### src/rtl/ram_arb_pkg.sv
// ---------------------------------------------------------------------------
// ram_arb_pkg
// Shared definitions for the two-requester RAM port arbiter:
//   - owner_e      : which requester was granted most recently
//   - DW_DEF/AW_DEF: default data/address widths (8-word x 8-bit RAM)
//   - BURST_MAX_DEF: default cap on consecutive grants under contention
//   - cnt_t        : width of the burst counter (enough for 1..15)
// ---------------------------------------------------------------------------
package ram_arb_pkg;

  localparam int DW_DEF        = 8;
  localparam int AW_DEF        = 3;
  localparam int BURST_MAX_DEF = 4;
  localparam int CNT_W         = 4;

  typedef logic [CNT_W-1:0] cnt_t;

  // Last granted requester. OWN_B is the reset value so that A wins the
  // very first contention.
  typedef enum logic {
    OWN_A = 1'b0,
    OWN_B = 1'b1
  } owner_e;

endpackage : ram_arb_pkg

### src/rtl/rr_burst_arb2.sv
// ---------------------------------------------------------------------------
// rr_burst_arb2
// Two-way round-robin arbiter with a burst limit. Grants are combinational
// from the requests; the owner FSM and the burst counter are registered.
//
// Ports:
//   clk      in   clock, all state updates on the rising edge
//   rst      in   synchronous active-high reset; forces both grants low
//   i_req_a  in   requester A wants an access this cycle
//   i_req_b  in   requester B wants an access this cycle
//   o_gnt_a  out  A granted this cycle (at most one grant is ever high)
//   o_gnt_b  out  B granted this cycle
// ---------------------------------------------------------------------------
module rr_burst_arb2
  import ram_arb_pkg::*;
#(
  parameter int BURST_MAX = BURST_MAX_DEF
) (
  input  logic clk,
  input  logic rst,
  input  logic i_req_a,
  input  logic i_req_b,
  output logic o_gnt_a,
  output logic o_gnt_b
);

  localparam cnt_t LP_BURST_MAX = cnt_t'(BURST_MAX);

  owner_e r_state;
  owner_e w_state_nxt;
  cnt_t   r_cnt;
  cnt_t   w_cnt_nxt;
  logic   w_owner_keeps;
  owner_e w_winner;

  // Next-state and grant logic.
  always_comb begin
    // NOTE: every signal written here gets a default first, so no branch can
    // leave one unassigned and infer a latch.
    o_gnt_a     = 1'b0;
    o_gnt_b     = 1'b0;
    w_winner    = r_state;
    w_state_nxt = r_state;
    w_cnt_nxt   = r_cnt;

    // cnt is zero only between reset and the first grant: the owner has not
    // been granted anything yet, so it has no burst to continue and the
    // other side wins. After any grant cnt is at least 1.
    w_owner_keeps = (r_cnt != '0) && (r_cnt < LP_BURST_MAX);

    if (!rst) begin
      case ({i_req_a, i_req_b})
        2'b10: o_gnt_a = 1'b1;
        2'b01: o_gnt_b = 1'b1;
        2'b11: begin
          if (r_state == OWN_A) begin
            if (w_owner_keeps) o_gnt_a = 1'b1;
            else               o_gnt_b = 1'b1;
          end else begin
            if (w_owner_keeps) o_gnt_b = 1'b1;
            else               o_gnt_a = 1'b1;
          end
        end
        default: ;
      endcase

      if (o_gnt_a || o_gnt_b) begin
        w_winner = o_gnt_a ? OWN_A : OWN_B;
        if (w_winner != r_state) begin
          w_state_nxt = w_winner;
          w_cnt_nxt   = cnt_t'(1);
        end else if (r_cnt < LP_BURST_MAX) begin
          // Saturate so a long solo run cannot wrap the counter and hand the
          // owner a fresh burst when the other side starts requesting.
          w_cnt_nxt = r_cnt + cnt_t'(1);
        end
      end
    end
  end

  // State register.
  always_ff @(posedge clk) begin
    // NOTE: sequential state uses non-blocking assignments so every register
    // samples the pre-edge values, independent of statement order.
    if (rst) begin
      r_state <= OWN_B;
      r_cnt   <= '0;
    end else begin
      r_state <= w_state_nxt;
      r_cnt   <= w_cnt_nxt;
    end
  end

endmodule : rr_burst_arb2

### src/rtl/ram_port_arbiter.sv
// ---------------------------------------------------------------------------
// ram_port_arbiter
// Shares one single-port RAM (registered read address) between requesters
// A and B. The winning request drives the RAM port combinationally; a read
// granted at edge N returns ram_q on rdata during cycle N..N+1 with the
// owner's rvalid high. Writes commit at the grant edge and return nothing.
//
// Ports:
//   clk, rst                    clock, synchronous active-high reset
//   a_req/a_we/a_addr/a_wdata   requester A access (held until a_gnt)
//   a_gnt                       A accepted this cycle (combinational)
//   a_rvalid                    A read data valid on rdata this cycle
//   b_*                         same as A, for requester B
//   rdata                       shared read data (ram_q pass-through)
//   ram_data/ram_addr/ram_we    to the RAM; all zero when nothing is granted
//   ram_q                       from the RAM read output
// ---------------------------------------------------------------------------
module ram_port_arbiter
  import ram_arb_pkg::*;
#(
  parameter int DW        = DW_DEF,
  parameter int AW        = AW_DEF,
  parameter int BURST_MAX = BURST_MAX_DEF
) (
  input  logic          clk,
  input  logic          rst,
  input  logic          a_req,
  input  logic          a_we,
  input  logic [AW-1:0] a_addr,
  input  logic [DW-1:0] a_wdata,
  output logic          a_gnt,
  output logic          a_rvalid,
  input  logic          b_req,
  input  logic          b_we,
  input  logic [AW-1:0] b_addr,
  input  logic [DW-1:0] b_wdata,
  output logic          b_gnt,
  output logic          b_rvalid,
  output logic [DW-1:0] rdata,
  output logic [DW-1:0] ram_data,
  output logic [AW-1:0] ram_addr,
  output logic          ram_we,
  input  logic [DW-1:0] ram_q
);

  logic   w_rd_gnt;
  logic   r_rd_pend;
  owner_e r_rd_owner;

  rr_burst_arb2 #(
    .BURST_MAX (BURST_MAX)
  ) u_arb (
    .clk     (clk),
    .rst     (rst),
    .i_req_a (a_req),
    .i_req_b (b_req),
    .o_gnt_a (a_gnt),
    .o_gnt_b (b_gnt)
  );

  // RAM port mux. The arbiter never raises both grants, so priority order
  // here is irrelevant; the idle value keeps the RAM inputs quiet.
  always_comb begin
    ram_we   = 1'b0;
    ram_addr = '0;
    ram_data = '0;
    if (a_gnt) begin
      ram_we   = a_we;
      ram_addr = a_addr;
      ram_data = a_wdata;
    end else if (b_gnt) begin
      ram_we   = b_we;
      ram_addr = b_addr;
      ram_data = b_wdata;
    end
  end

  assign w_rd_gnt = (a_gnt && !a_we) || (b_gnt && !b_we);

  // Read-return pipeline: one flag, one owner. The RAM registers the read
  // address at the grant edge, so its q is valid for exactly the next cycle.
  always_ff @(posedge clk) begin
    if (rst) begin
      r_rd_pend  <= 1'b0;
      r_rd_owner <= OWN_A;
    end else begin
      r_rd_pend <= w_rd_gnt;
      if (a_gnt)      r_rd_owner <= OWN_A;
      else if (b_gnt) r_rd_owner <= OWN_B;
    end
  end

  assign a_rvalid = r_rd_pend && (r_rd_owner == OWN_A);
  assign b_rvalid = r_rd_pend && (r_rd_owner == OWN_B);
  assign rdata    = ram_q;

endmodule : ram_port_arbiter

### config.mk
export PLATFORM = sky130hd
export DESIGN_NAME = ram_port_arbiter
export DESIGN_NICKNAME = d
export VERILOG_FILES = /design/src/rtl/ram_arb_pkg.sv /design/src/rtl/rr_burst_arb2.sv /design/src/rtl/ram_port_arbiter.sv
export SDC_FILE = /design/constraint.sdc
export NUM_CORES = 1
export LEC_CHECK = 0
export ABC_AREA = 1
export CORE_MARGIN = 1.5
export CORE_UTILIZATION = 32
export DETAILED_ROUTE_END_ITERATION = 12
export GPL_ROUTABILITY_DRIVEN = 0
export PLACE_DENSITY = 0.94
export SYNTH_ARGS = -nofsm -noshare
export SYNTH_HDL_FRONTEND = slang
export SYNTH_SLANG_ARGS = --single-unit
### constraint.sdc
create_clock -name clk -period 4.5 [get_ports clk]
set_input_delay 0.45 -clock clk [delete_from_list [all_inputs] [get_ports clk]]
set_output_delay 0.45 -clock clk [all_outputs]
set_load 0.01 [all_outputs]
## Word level (Yosys, flattened, before mapping)

Index checks and enable logic that the tools add are counted.

- Register bits after elaboration: 7
- Logic and storage cells: 44

- $add $sub $neg: 1
- Order comparisons: 1
- Equality and inequality tests: 4
- Multiplexer cells: 19
- Bitwise gates (word level): 1
- Reduce and logical (&&, ||, !) cells: 14

Operators with widths:

| operator | number |
|---|---|
| 8-bit two-way mux | 2 |
| 1-bit two-way mux | 11 |
| 4-bit two-way mux | 2 |
| 3-bit two-way mux | 2 |
| 1-bit logical AND | 5 |
| 4-bit by 1-bit adder with 4-bit output (second input constant) | 1 |
| 2-bit equality test (second input constant) | 2 |
| 4-bit by 3-bit less-than comparator with 1-bit output (second input constant) | 1 |
| 1-bit one-hot mux with 2 select lines | 2 |
| 2-bit AND reduction | 2 |
| 4-bit nonzero test | 1 |
| 2-bit by 1-bit equality test with 1-bit output (second input constant) | 1 |
| 1-bit zero test | 2 |
| 1-bit logical OR | 2 |
| 2-bit nonzero test | 1 |
| 2-bit OR reduction | 1 |
| 1-bit != test | 1 |
| 1-bit NOT | 1 |

## Logic depth before layout (Yosys ltp)

Gate-level depths: netlist of the first run.

- Depth in word-level cells: 10
- Gate-level depth with buffers: 11

## By module

Synthesis of the first run repeated with hierarchy kept, for this count alone.

- Cell total of the unflattened synthesis: 109
- Area, all modules: 769.5 um^2

By module, submodules not included:

| module | times used | cells each | area each (um^2) | sequential area each (um^2) |
|---|---|---|---|---|
| ram_port_arbiter | 1 | 60 | 400.4 | 40.0 |
| rr_burst_arb2 | 1 | 49 | 369.1 | 100.1 |

## Least setup slack after synthesis of the first run

No wires, ideal clock.

- Path type: flip-flop to output port
- From: register u_arb.r_cnt[0]
- To: output port ram_addr[0]
- Arrival: 1382 ps
- Path slack: 2668 ps
- Stages on the path, launching flop included: 11
- Path buffers: 1
- Cells stage by stage: dfxtp_1 inv_1 ha_1 inv_1 nand3_1 nand3_2 nand2_4 nand3_2 clkinv_2 buf_8 a22o_1

RTL lines:

| what | line | RTL |
|---|---|---|
| from (decl) | rr_burst_arb2.sv:31 | `cnt_t r_cnt;` |
| from (signal assigned) | rr_burst_arb2.sv:90 | `r_cnt <= w_cnt_nxt;` |
| 4-bit by 3-bit less-than comparator with 1-bit output / 4-bit nonzero test (equally long branches) | rr_burst_arb2.sv:49 | `w_owner_keeps = (r_cnt != '0) && (r_cnt < LP_BURST_MAX);` |
| 1-bit logical AND * | rr_burst_arb2.sv:49 |  |
| 1-bit two-way mux (on tied branches) | rr_burst_arb2.sv:57, rr_burst_arb2.sv:60 |  |
| 1-bit two-way mux * | rr_burst_arb2.sv:56 | `if (r_state == OWN_A) begin` |
| 1-bit one-hot mux with 2 select lines * | rr_burst_arb2.sv:52 | `case ({i_req_a, i_req_b})` |
| 1-bit two-way mux * (2 in series) | rr_burst_arb2.sv:51 | `if (!rst) begin` |
| via a_gnt | ram_port_arbiter.sv:31 | `output logic a_gnt,` |
| 3-bit two-way mux * | ram_port_arbiter.sv:67 | `if (a_gnt) begin` |
| to (decl) | ram_port_arbiter.sv:41 | `output logic [AW-1:0] ram_addr,` |

Mark *: on every way through the listed nets, which the timed path passes. The rest lies on a longest branch. The select of a mux whose other input is x is not followed.

## Worst setup path after layout of the first run

- From: input port a_req
- To: output port ram_data[4]

- Longest elaborated chain between the ends: 6

Ends and longest elaborated chain:

| what | line | RTL |
|---|---|---|
| from (decl) | ram_port_arbiter.sv:27 | `input logic a_req,` |
| 2-bit equality test / 2-bit by 1-bit equality test with 1-bit output (equally long branches) | rr_burst_arb2.sv:52 |  |
| 1-bit one-hot mux with 2 select lines | rr_burst_arb2.sv:52 |  |
| 1-bit two-way mux (2 in series) | rr_burst_arb2.sv:51 |  |
| 8-bit two-way mux | ram_port_arbiter.sv:71 | `end else if (b_gnt) begin` |
| 8-bit two-way mux * | ram_port_arbiter.sv:67 |  |
| to (decl) | ram_port_arbiter.sv:40 | `output logic [DW-1:0] ram_data,` |

Mark *: on every way between the ends. The rest lies on a longest branch, timed or not. The select of a mux whose other input is x is not followed.

==> results_dict.tcl, run 1 <==
set metrics [dict create \
    totalWireLength_mm 1.81 \
    antenna_found_initial 0 \
    die_area_sq_mm 0.00231 \
    synth_ff_type "dfxtp_1" \
    required_ns 4.05 \
    portBuffers 43 \
    die_height_microns 48.0 \
    clkLatencyLatePin_ns 0.25 \
    finalCriticalPeriod_ns 2.73 \
    via_count 662 \
    cts_setup_buffers 0 \
    p_comb_share_pct 45.7 \
    viasPerCell 4.57 \
    ios 60 \
    fin_skew_ns 0.00274 \
    synth_edf_count 0 \
    worstReg2RegStart "u_arb.r_cnt[0]" \
    drive_above_1_share_pct 14.4 \
    cts_buffers 3 \
    switching_share_pct 32.1 \
    cp-start-kind "primary input" \
    sequentialPowerShare_pct 30.4 \
    finalCritPeriodShare_pct 60.6 \
    post-route-util_pct 54.1 \
    crit_buf_inv 3 \
    tns_ns 0 \
    critPathMaxStageDelay_ns 0.62 \
    syn_nets 120 \
    rows 16 \
    path_cells "clkdlybuf4s50_1 > nand3_2 > nand2_4 > nand3_2 > clkinv_2 > a22o_1 > clkdlybuf4s50_1" \
    postCtsHoldBufs 0 \
    yosysSeqAreaShare_pct 21.6 \
    synth_cells 82 \
    clock-sinks 7 \
    die_w_microns 48.0 \
    yosysWarnings 0 \
    htreeDepth 1 \
    outcome "complete, no violations" \
    synth_cell_types 25 \
    post_drt_wl_per_cell_microns 12.5 \
    maxSlewViolCount 0 \
    grt_pass1_vias 574 \
    ant_nets 0 \
    syn_to_final_growth_pct 61.8 \
    coreArea_sq_mm 0.00194 \
    critPathCapture "ram_data[4]" \
    p_leak_uw 0.000470 \
    diodes 0 \
    r2r-end "u_arb.r_cnt[0]" \
    drc 0 \
    start_util_pct 33.4 \
    track_usage_pct 14.8 \
    grt_pass1_wl_mm 2.42 \
    hpwl_mm 1.54 \
    ys_ff_latch 7 \
    crit_path_max_fanout 14 \
    synth_most_common_cell "a22o_1" \
    dr.pass1.iters 4 \
    drt_iter0_drc 5 \
    synthesis.area_sq_um 649 \
    yosys.area.top_type_share_pct 21.6 \
    grt_start_max_net_pins 15 \
    cpLargestDelayFamily "buffers and inverters" \
    crit_cells 7 \
    critPathSlowestCell "clkdlybuf4s50_1" \
    post-place-ws_ns 1.78 \
    clk_pin_slew_ns 0.05 \
    powerDensity_mw_per_mm2 226 \
    setup_violations 0 \
    clockPowerShare_pct 23.8 \
    intPower_uw 161 \
    cap_violations 0 \
    path_class "in -> out" \
    hold_class "reg -> reg" \
    root_buffer "clkbuf_4" \
    ctsLongestPathBuffers 2 \
    crit_path_end_kind "output port" \
    vdd_drop_max_mv 0.224 \
    async_flop_share_pct 0 \
    worstPathArrival_ns 2.28 \
    max_freq_ghz 0.367 \
    cts_tree "done" \
    rsz0062_at_grt "false" \
    timing.final.ws_setup_ns 1.77 \
    syn_area_per_cell_sq_um 7.92 \
    hold_viol 0 \
    rrSetupSlack_ns 2.95 \
    switchingPower_uw 76.0 \
    synth_area_leaders "dfxtp_1 22%, a22o_1 16%, buf_4 9.2%, inv_1 5.2%, nand2_1 5.2%" \
    synth_area_leader_cell "dfxtp_1" \
    relSlewSlack_pct 78.5 \
    ys_top_cells_by_count "12 x a22o_1, 9 x inv_1, 9 x nand2_1" \
    rr_worst_depth 8 \
    post_cts_resized 0 \
    nets 157 \
    worst_pin_slew_ns 0.321 \
    cp-startpoint "a_req" \
    overflow 0 \
]
[cell families after synthesis]
kind of cell / Yosys count / synth area share [%]
XOR/XNOR: 1 / 1.35
buffers and inverters: 21 / 19.8
AND/OR/NAND/NOR: 30 / 27.2
flip-flops: 7 / 21.6
AO/OA/AOI/OAI: 21 / 26.2
adder cells (fa/ha/maj): 2 / 3.85
[through the flow]
stage / instances / hold slack (ns) / area (sq um) / total power [uW]
4_1_cts: 145 / 0.453 / 1050 / 241
3_3_place_gp: 141 / 0.441 / 1020 / 178
2_1_floorplan: 82 / 0.428 / 649 / 138
3_5_place_dp: 141 / 0.444 / 1020 / 183
5_1_grt: 145 / 0.466 / 1050 / 253
6_report: 145 / 0.448 / 1050 / 237
[sequential cells by signal, indices dropped and copies added (netlist names)]
name,flops
u_arb.r_cnt,4
r_rd_pend,1
u_arb.r_state,1
r_rd_owner,1
[worst reg2reg max path: stages, from the launching register on]
cell      delay (ns)
dfxtp_1         0.35
inv_1           0.07
ha_1            0.19
inv_1           0.08
nand2_2         0.09
o211ai_2        0.27
nand3b_4        0.15
a21oi_1         0.19
nor2_2          0.05
[area by class of cell]
| type | instances | area [sq um] |
|---|---|---|
| clock buffer | 3 | 22.5 |
| tap | 27 | 33.8 |
| sequential | 7 | 140 |
| clock inverter | 1 | 5.00 |
| timing repair buffer | 43 | 430 |
| multi-input combinational | 54 | 380 |
| fill | 180 | 891 |
| inverter | 10 | 38.8 |
[cell usage in the layout, fill, tap and decap left out]
cell             instances
nand2_1                  9
clkinv_2                 2
or2_2                    1
clkbuf_4                 3
clkdlybuf4s50_1         43
nand3b_4                 1
nand3_2                  2
o32ai_1                  1
a21oi_1                  4
nor2_2                   2
a31oi_1                  1
nand2_4                  1
nand2_2                  2
inv_1                    9
dfxtp_1                  7
o211ai_2                 2
nor2_1                   5
nor2_4                   1
ha_1                     2
nand3_1                  6
xor2_1                   1
o21ai_1                  1
a22o_1                  12
[routing by layer]
metal | up-vias | routed length, microns | global-route usage [%]
met5 | - | 0 | 0
met4 | 0 | 12 | 5.41
met3 | 2 | 65 | 5.28
met2 | 13 | 1030 | 24.3
met1 | 298 | 701 | 17.8
li1 | 349 | - | -
[how the worst min path moves through the flow]
stage | from | end | slack, ns | depth (start not counted)
after floorplan | u_arb.r_cnt[3] | u_arb.r_cnt[3] | 0.43 | 2
after global placement | u_arb.r_cnt[3] | u_arb.r_cnt[3] | 0.44 | 2
after detailed placement | u_arb.r_cnt[3] | u_arb.r_cnt[3] | 0.44 | 2
after CTS | u_arb.r_cnt[3] | u_arb.r_cnt[3] | 0.45 | 2
after global routing | u_arb.r_cnt[3] | u_arb.r_cnt[3] | 0.47 | 2
final | u_arb.r_cnt[3] | u_arb.r_cnt[3] | 0.45 | 2
[power groups by stage]
stage / sequential (uW) / combinational, uW / clock [uW]
floorplan: 72.3 / 65.8 / 0
global placement: 73.0 / 105 / 0
detailed placement: 73.6 / 109 / 0
CTS: 72.2 / 110 / 59.1
global route: 73.0 / 119 / 61.3
finish: 72.2 / 108 / 56.5
No activity file was read; power rests on OpenSTA's default activity.
==> run 2, diff against run 1 <==
Settings changed: CORE_ASPECT_RATIO from default to 0.6, CORE_UTILIZATION 32 to 27, PLACE_DENSITY 0.94 to 0.85.
Clock period 4.5 ns to 2.5 ns, I/O delays scaled along.
==> run 2 against run 1 <==
  * Critical path depth increased by 3
  * Via count increased by 9.1%
  * First-iteration DRC count increased to 5.0 times the previous value
  * Sequential share of layout area decreased by 1.3 points
  * Sequential cell count unchanged
  * Largest cell class unchanged
  * Combinational power increased by 94%
  * Worst hold slack improved by 0.035 ns
  * Clock-buffer cell count increased by 1
  * Register-to-register slack got worse by 2.0 ns
==> results_dict.tcl, run 2 (synthesized netlist as in run 1, its figures left out) <==
set metrics [dict create \
    outcome "complete, no violations" \
    vdd_drop_max_mv 0.316 \
    max_freq_ghz 0.436 \
    drc 0 \
    htreeDepth 1 \
    diodes 0 \
    cap_violations 0 \
    setup_violations 0 \
    cpLargestDelayFamily "buffers and inverters" \
    crit_buf_inv 4 \
    cts_buffers 3 \
    fin_skew_ns 0.00374 \
    finalCritPeriodShare_pct 91.7 \
    syn_to_final_growth_pct 79.0 \
    finalCriticalPeriod_ns 2.29 \
    drt_iter0_drc 25 \
    hpwl_mm 1.59 \
    critPathSlowestCell "clkdlybuf4s50_1" \
    root_buffer "clkbuf_8" \
    grt_pass1_wl_mm 2.73 \
    overflow 0 \
    critPathMaxStageDelay_ns 0.55 \
    timing.final.ws_setup_ns 0.207 \
    nets 162 \
    relSlewSlack_pct 79.4 \
    ant_nets 0 \
    die_area_sq_mm 0.00272 \
    final_cell_mix "31 x clkdlybuf4s50_1, 12 x a22o_1, 12 x dlymetal6s2s_1" \
    totalWireLength_mm 2.20 \
    path_class "reg -> out" \
    powerDensity_mw_per_mm2 430 \
    hold_viol 0 \
    dr.pass1.iters 4 \
    die_height_microns 41.0 \
    rsz0062_at_grt "false" \
    cts_tree "done" \
    worst_pin_slew_ns 0.308 \
    ctsLongestPathBuffers 2 \
    crit_path_max_fanout 7 \
    required_ns 2.25 \
    rows 13 \
    finish.instance_area_sq_mm 0.00116 \
    die_w_microns 66.3 \
    grt_start_max_net_pins 15 \
    rrSetupSlack_ns 0.94 \
    portBuffers 43 \
    track_usage_pct 13.6 \
    dpl_cell_area_sq_mm 0.00103 \
    path_cells "inv_1 > ha_1 > inv_1 > nand2_2 > nand2_2 > nand3_2 > nand2_4 > nand3_4 > inv_4 > clkdlybuf4s50_1" \
    post-place-ws_ns 0.277 \
    clock-sinks 7 \
    mostFrequentLayoutCell "clkdlybuf4s50_1" \
    p_leak_uw 0.000693 \
    hold_class "reg -> reg" \
    clkLatencyLatePin_ns 0.23 \
    coreArea_sq_mm 0.00221 \
    via_count 722 \
    post_drt_wl_per_cell_microns 14.3 \
    ios 60 \
    worstPathArrival_ns 2.04 \
    maxSlewViolCount 0 \
    start_util_pct 29.4 \
    largest_reg_flops 4 \
    tns_ns 0 \
    regMostFlops "u_arb.r_cnt" \
    viasPerCell 4.72 \
    crit_path_end_kind "output port" \
    postCtsHoldBufs 0 \
    drive_above_1_share_pct 17.1 \
    grt_pass1_vias 590 \
    antenna_found_initial 0 \
    cp-start-kind "flop" \
    clk_pin_slew_ns 0.04 \
    post-route-util_pct 52.5 \
]
-- run 2: layout make-up --
class	count	area (sq um)
Tap cell	30	37.5
Timing Repair Buffer	47	503
Clock buffer	4	45.0
Multi-Input combinational cell	54	388
Timing Repair inverter	1	6.26
Fill cell	224	1050
Inverter	10	42.5
Sequential cell	7	140
-- run 2: final timing paths --
check / start / to / cells after the start
worst max-delay path: u_arb.r_cnt[0] / a_gnt / 10
worst max register to register: u_arb.r_cnt[0] / u_arb.r_cnt[0] / 8
worst min-delay path: u_arb.r_cnt[3] / u_arb.r_cnt[3] / 2
worst min register to register: u_arb.r_cnt[3] / u_arb.r_cnt[3] / 2
-- run 2: per-layer routing --
layer	wire length, microns	vias up	track usage [%]
li1	-	357	-
met1	930	331	19.2
met2	1160	30	21.0
met3	86	4	2.47
met4	21	0	5.10
met5	0	-	0
-- run 2: where the power goes --
part / internal (uW) / switching, uW / total, uW
clock: 110 / 50.3 / 161
combinational: 115 / 94.1 / 209
sequential: 122 / 8.09 / 130
total: 348 / 152 / 500
-- run 2: timing repair --
item	CTS	global route
endpoints found under the setup margin	0	12
setup buffers	0	3
resized for setup	0	17
-- run 2: worst register-to-register path: cells and delay by family, from the launching register on --
| kind | cells | cell delay [ns] |
|---|---|---|
| AND/OR/NAND/NOR | 3 | 0.30 |
| flip-flops | 1 | 0.35 |
| adder cells (fa/ha/maj) | 1 | 0.19 |
| AO/OA/AOI/OAI | 2 | 0.47 |
| buffers and inverters | 2 | 0.15 |
-- run 2: per-stage QoR --
stage / total power, uW / std cells / hold WS, ns
final: 500 / 153 / 0.483
after global routing: 530 / 153 / 0.493
after CTS: 492 / 149 / 0.472
after detailed placement: 330 / 145 / 0.450
after global placement: 325 / 145 / 0.453
after floorplan: 249 / 82 / 0.322
==> run 3, diff against run 2 <==
Settings changed: GPL_ROUTABILITY_DRIVEN 0 to 1, REMOVE_ABC_BUFFERS from default to 1.
==> run 3 against run 2 <==
  * Routed wire length grew 10%
  * Power grew 0.27%
  * Setup slack lost 0.045 ns
  * Critical endpoint is now ram_data[5]
  * Cell count grew 0.65%
  * Core utilization shrank 0.34 points
  * Global-route usage grew 2.7 points
  * First-iteration DRC count shrank 40%
  * Critical path depth grew 2
  * Clock-buffer cell count shrank 1
  * Sequential share of layout area grew 0.078 points
  * Worst hold slack lost 0.025 ns
  * Highest routed layer unchanged
==> results_dict.tcl, run 3 (synthesized netlist as in run 1, its figures left out) <==
set metrics [dict create \
    outcome "complete, no violations" \
    tns_ns 0 \
    syn_to_final_growth_pct 77.8 \
    finalCriticalPeriod_ns 2.34 \
    drt_iter0_drc 15 \
    via_count 726 \
    ctsLongestPathBuffers 2 \
    hold_path_startpoint "u_arb.r_cnt[3]" \
    grt_pass1_wl_mm 3.14 \
    portBuffers 43 \
    nets 163 \
    sequentialPowerShare_pct 26.0 \
    track_usage_pct 16.3 \
    grt_pass1_vias 616 \
    htreeDepth 1 \
    required_ns 2.25 \
    totalWireLength_mm 2.42 \
    critPathMaxStageDelay_ns 0.36 \
    ant_nets 0 \
    setup_violations 0 \
    cpLargestDelayFamily "buffers and inverters" \
    drc 0 \
    cp-start-kind "flop" \
    dpl_cell_area_sq_mm 0.00103 \
    final_cell_mix "30 x clkdlybuf4s50_1, 13 x dlymetal6s2s_1, 12 x a22o_1" \
    relSlewSlack_pct 81.9 \
    max_freq_ghz 0.428 \
    hpwl_mm 1.86 \
    largest_reg_flops 4 \
    antenna_found_initial 0 \
    p_comb_share_pct 41.8 \
    hold_viol 0 \
    maxSlewViolCount 0 \
    worst_pin_slew_ns 0.270 \
    critPathSlowestCell "dfxtp_1" \
    hold_class "reg -> reg" \
    postCtsHoldBufs 0 \
    crit_path_end_kind "output port" \
    globalplace.congestion 0.790 \
    rows 13 \
    cts_tree "done" \
    finish.instance_area_sq_mm 0.00115 \
    powerDensity_mw_per_mm2 434 \
    worstPathArrival_ns 2.09 \
    cts_buffers 3 \
    post_drt_wl_per_cell_microns 15.7 \
    clock-sinks 7 \
    dr.pass1.iters 4 \
    drive_above_1_share_pct 18.5 \
    switching_share_pct 31.4 \
    fin_cells 154 \
    crit_path_max_fanout 13 \
    cp-startpoint "u_arb.r_cnt[0]" \
    switchingPower_uw 157 \
    start_util_pct 29.4 \
    finalCritPeriodShare_pct 93.5 \
    rsz0062_at_grt "false" \
    overflow 0 \
    die_area_sq_mm 0.00272 \
    coreArea_sq_mm 0.00221 \
    ios 60 \
    clkLatencyLatePin_ns 0.23 \
    crit_buf_inv 6 \
    cap_violations 0 \
    viasPerCell 4.71 \
    root_buffer "clkbuf_8" \
    path_cells "inv_1 > ha_1 > inv_1 > nand3_1 > nand3_2 > nand2_4 > nand3_2 > clkinv_4 > buf_4 > buf_4 > a22o_1 > dlymetal6s2s_1" \
    diodes 0 \
    clk_pin_slew_ns 0.04 \
    clockPowerShare_pct 32.2 \
    die_w_microns 66.3 \
    vdd_drop_max_mv 0.307 \
    regMostFlops "u_arb.r_cnt" \
    fin_skew_ns 0.000138 \
    grt_start_max_net_pins 15 \
    intPower_uw 344 \
    mostFrequentLayoutCell "clkdlybuf4s50_1" \
    die_height_microns 41.0 \
    dp_cells 145 \
    path_class "reg -> out" \
    p_leak_uw 0.000711 \
    worstReg2RegStart "u_arb.r_cnt[0]" \
]
## run 3: worst paths after layout
path | endpoint | slack [ns] | depth (start not counted)
max | ram_data[5] | 0.16 | 12
min | u_arb.r_cnt[3] | 0.46 | 2
max reg2reg | u_arb.r_cnt[0] | 0.91 | 10
min reg2reg | u_arb.r_cnt[3] | 0.46 | 2
## run 3: power by group through the flow
stage | sequential [uW] | combinational (uW) | clock (uW)
floorplan | 130 | 99.0 | 0
global placement | 132 | 196 | 0
finish | 131 | 209 | 162
detailed placement | 132 | 202 | 0
global route | 131 | 226 | 176
CTS | 130 | 208 | 166
## run 3: per-layer routing
layer / vias to the layer above / track usage [%] / wire [microns]
met3: 4 / 6.59 / 101
met4: 0 / 5.10 / 27
met2: 25 / 22.3 / 1180
met5: - / 0 / 0
li1: 359 / - / -
met1: 338 / 23.0 / 1110
## run 3: timing repair
action	in CTS	in global routing
endpoints found under the hold margin	0	0
endpoints found under the setup margin	12	12
resized for setup	1	13
pin swaps	1	0
setup buffers	3	2
## run 3: worst reg2reg max path: stages (launching register included)
cell      delay, ns
dfxtp_1        0.36
inv_1          0.08
ha_1           0.20
inv_1          0.08
nand2_2        0.09
o211ai_2       0.27
nand2_1        0.09
nor2_1         0.11
nand3_1        0.09
nand2_1        0.09
nor2_2         0.03
## run 3: final cells by class
class                           instances  area [sq um]
Sequential cell                         7           140
Multi-Input combinational cell         54           380
Clock buffer                            3          41.3
Tap cell                               30          37.5
Clock inverter                          1          5.00
Fill cell                             218          1060
Timing Repair Buffer                   49           508
Inverter                               10          42.5
## run 3: stage by stage
| step | setup slack [ns] | util, % | total power [uW] | hold WS, ns |
|---|---|---|---|---|
| 2_1_floorplan | 0.899 | - | 229 | 0.322 |
| 3_3_place_gp | 0.253 | 46.8 | 327 | 0.446 |
| 3_5_place_dp | 0.200 | 46.8 | 334 | 0.458 |
| 4_1_cts | 0.0168 | 50.1 | 504 | 0.464 |
| 5_1_grt | 0.0320 | 52.2 | 534 | 0.491 |
| 6_report | 0.162 | 52.2 | 502 | 0.458 |
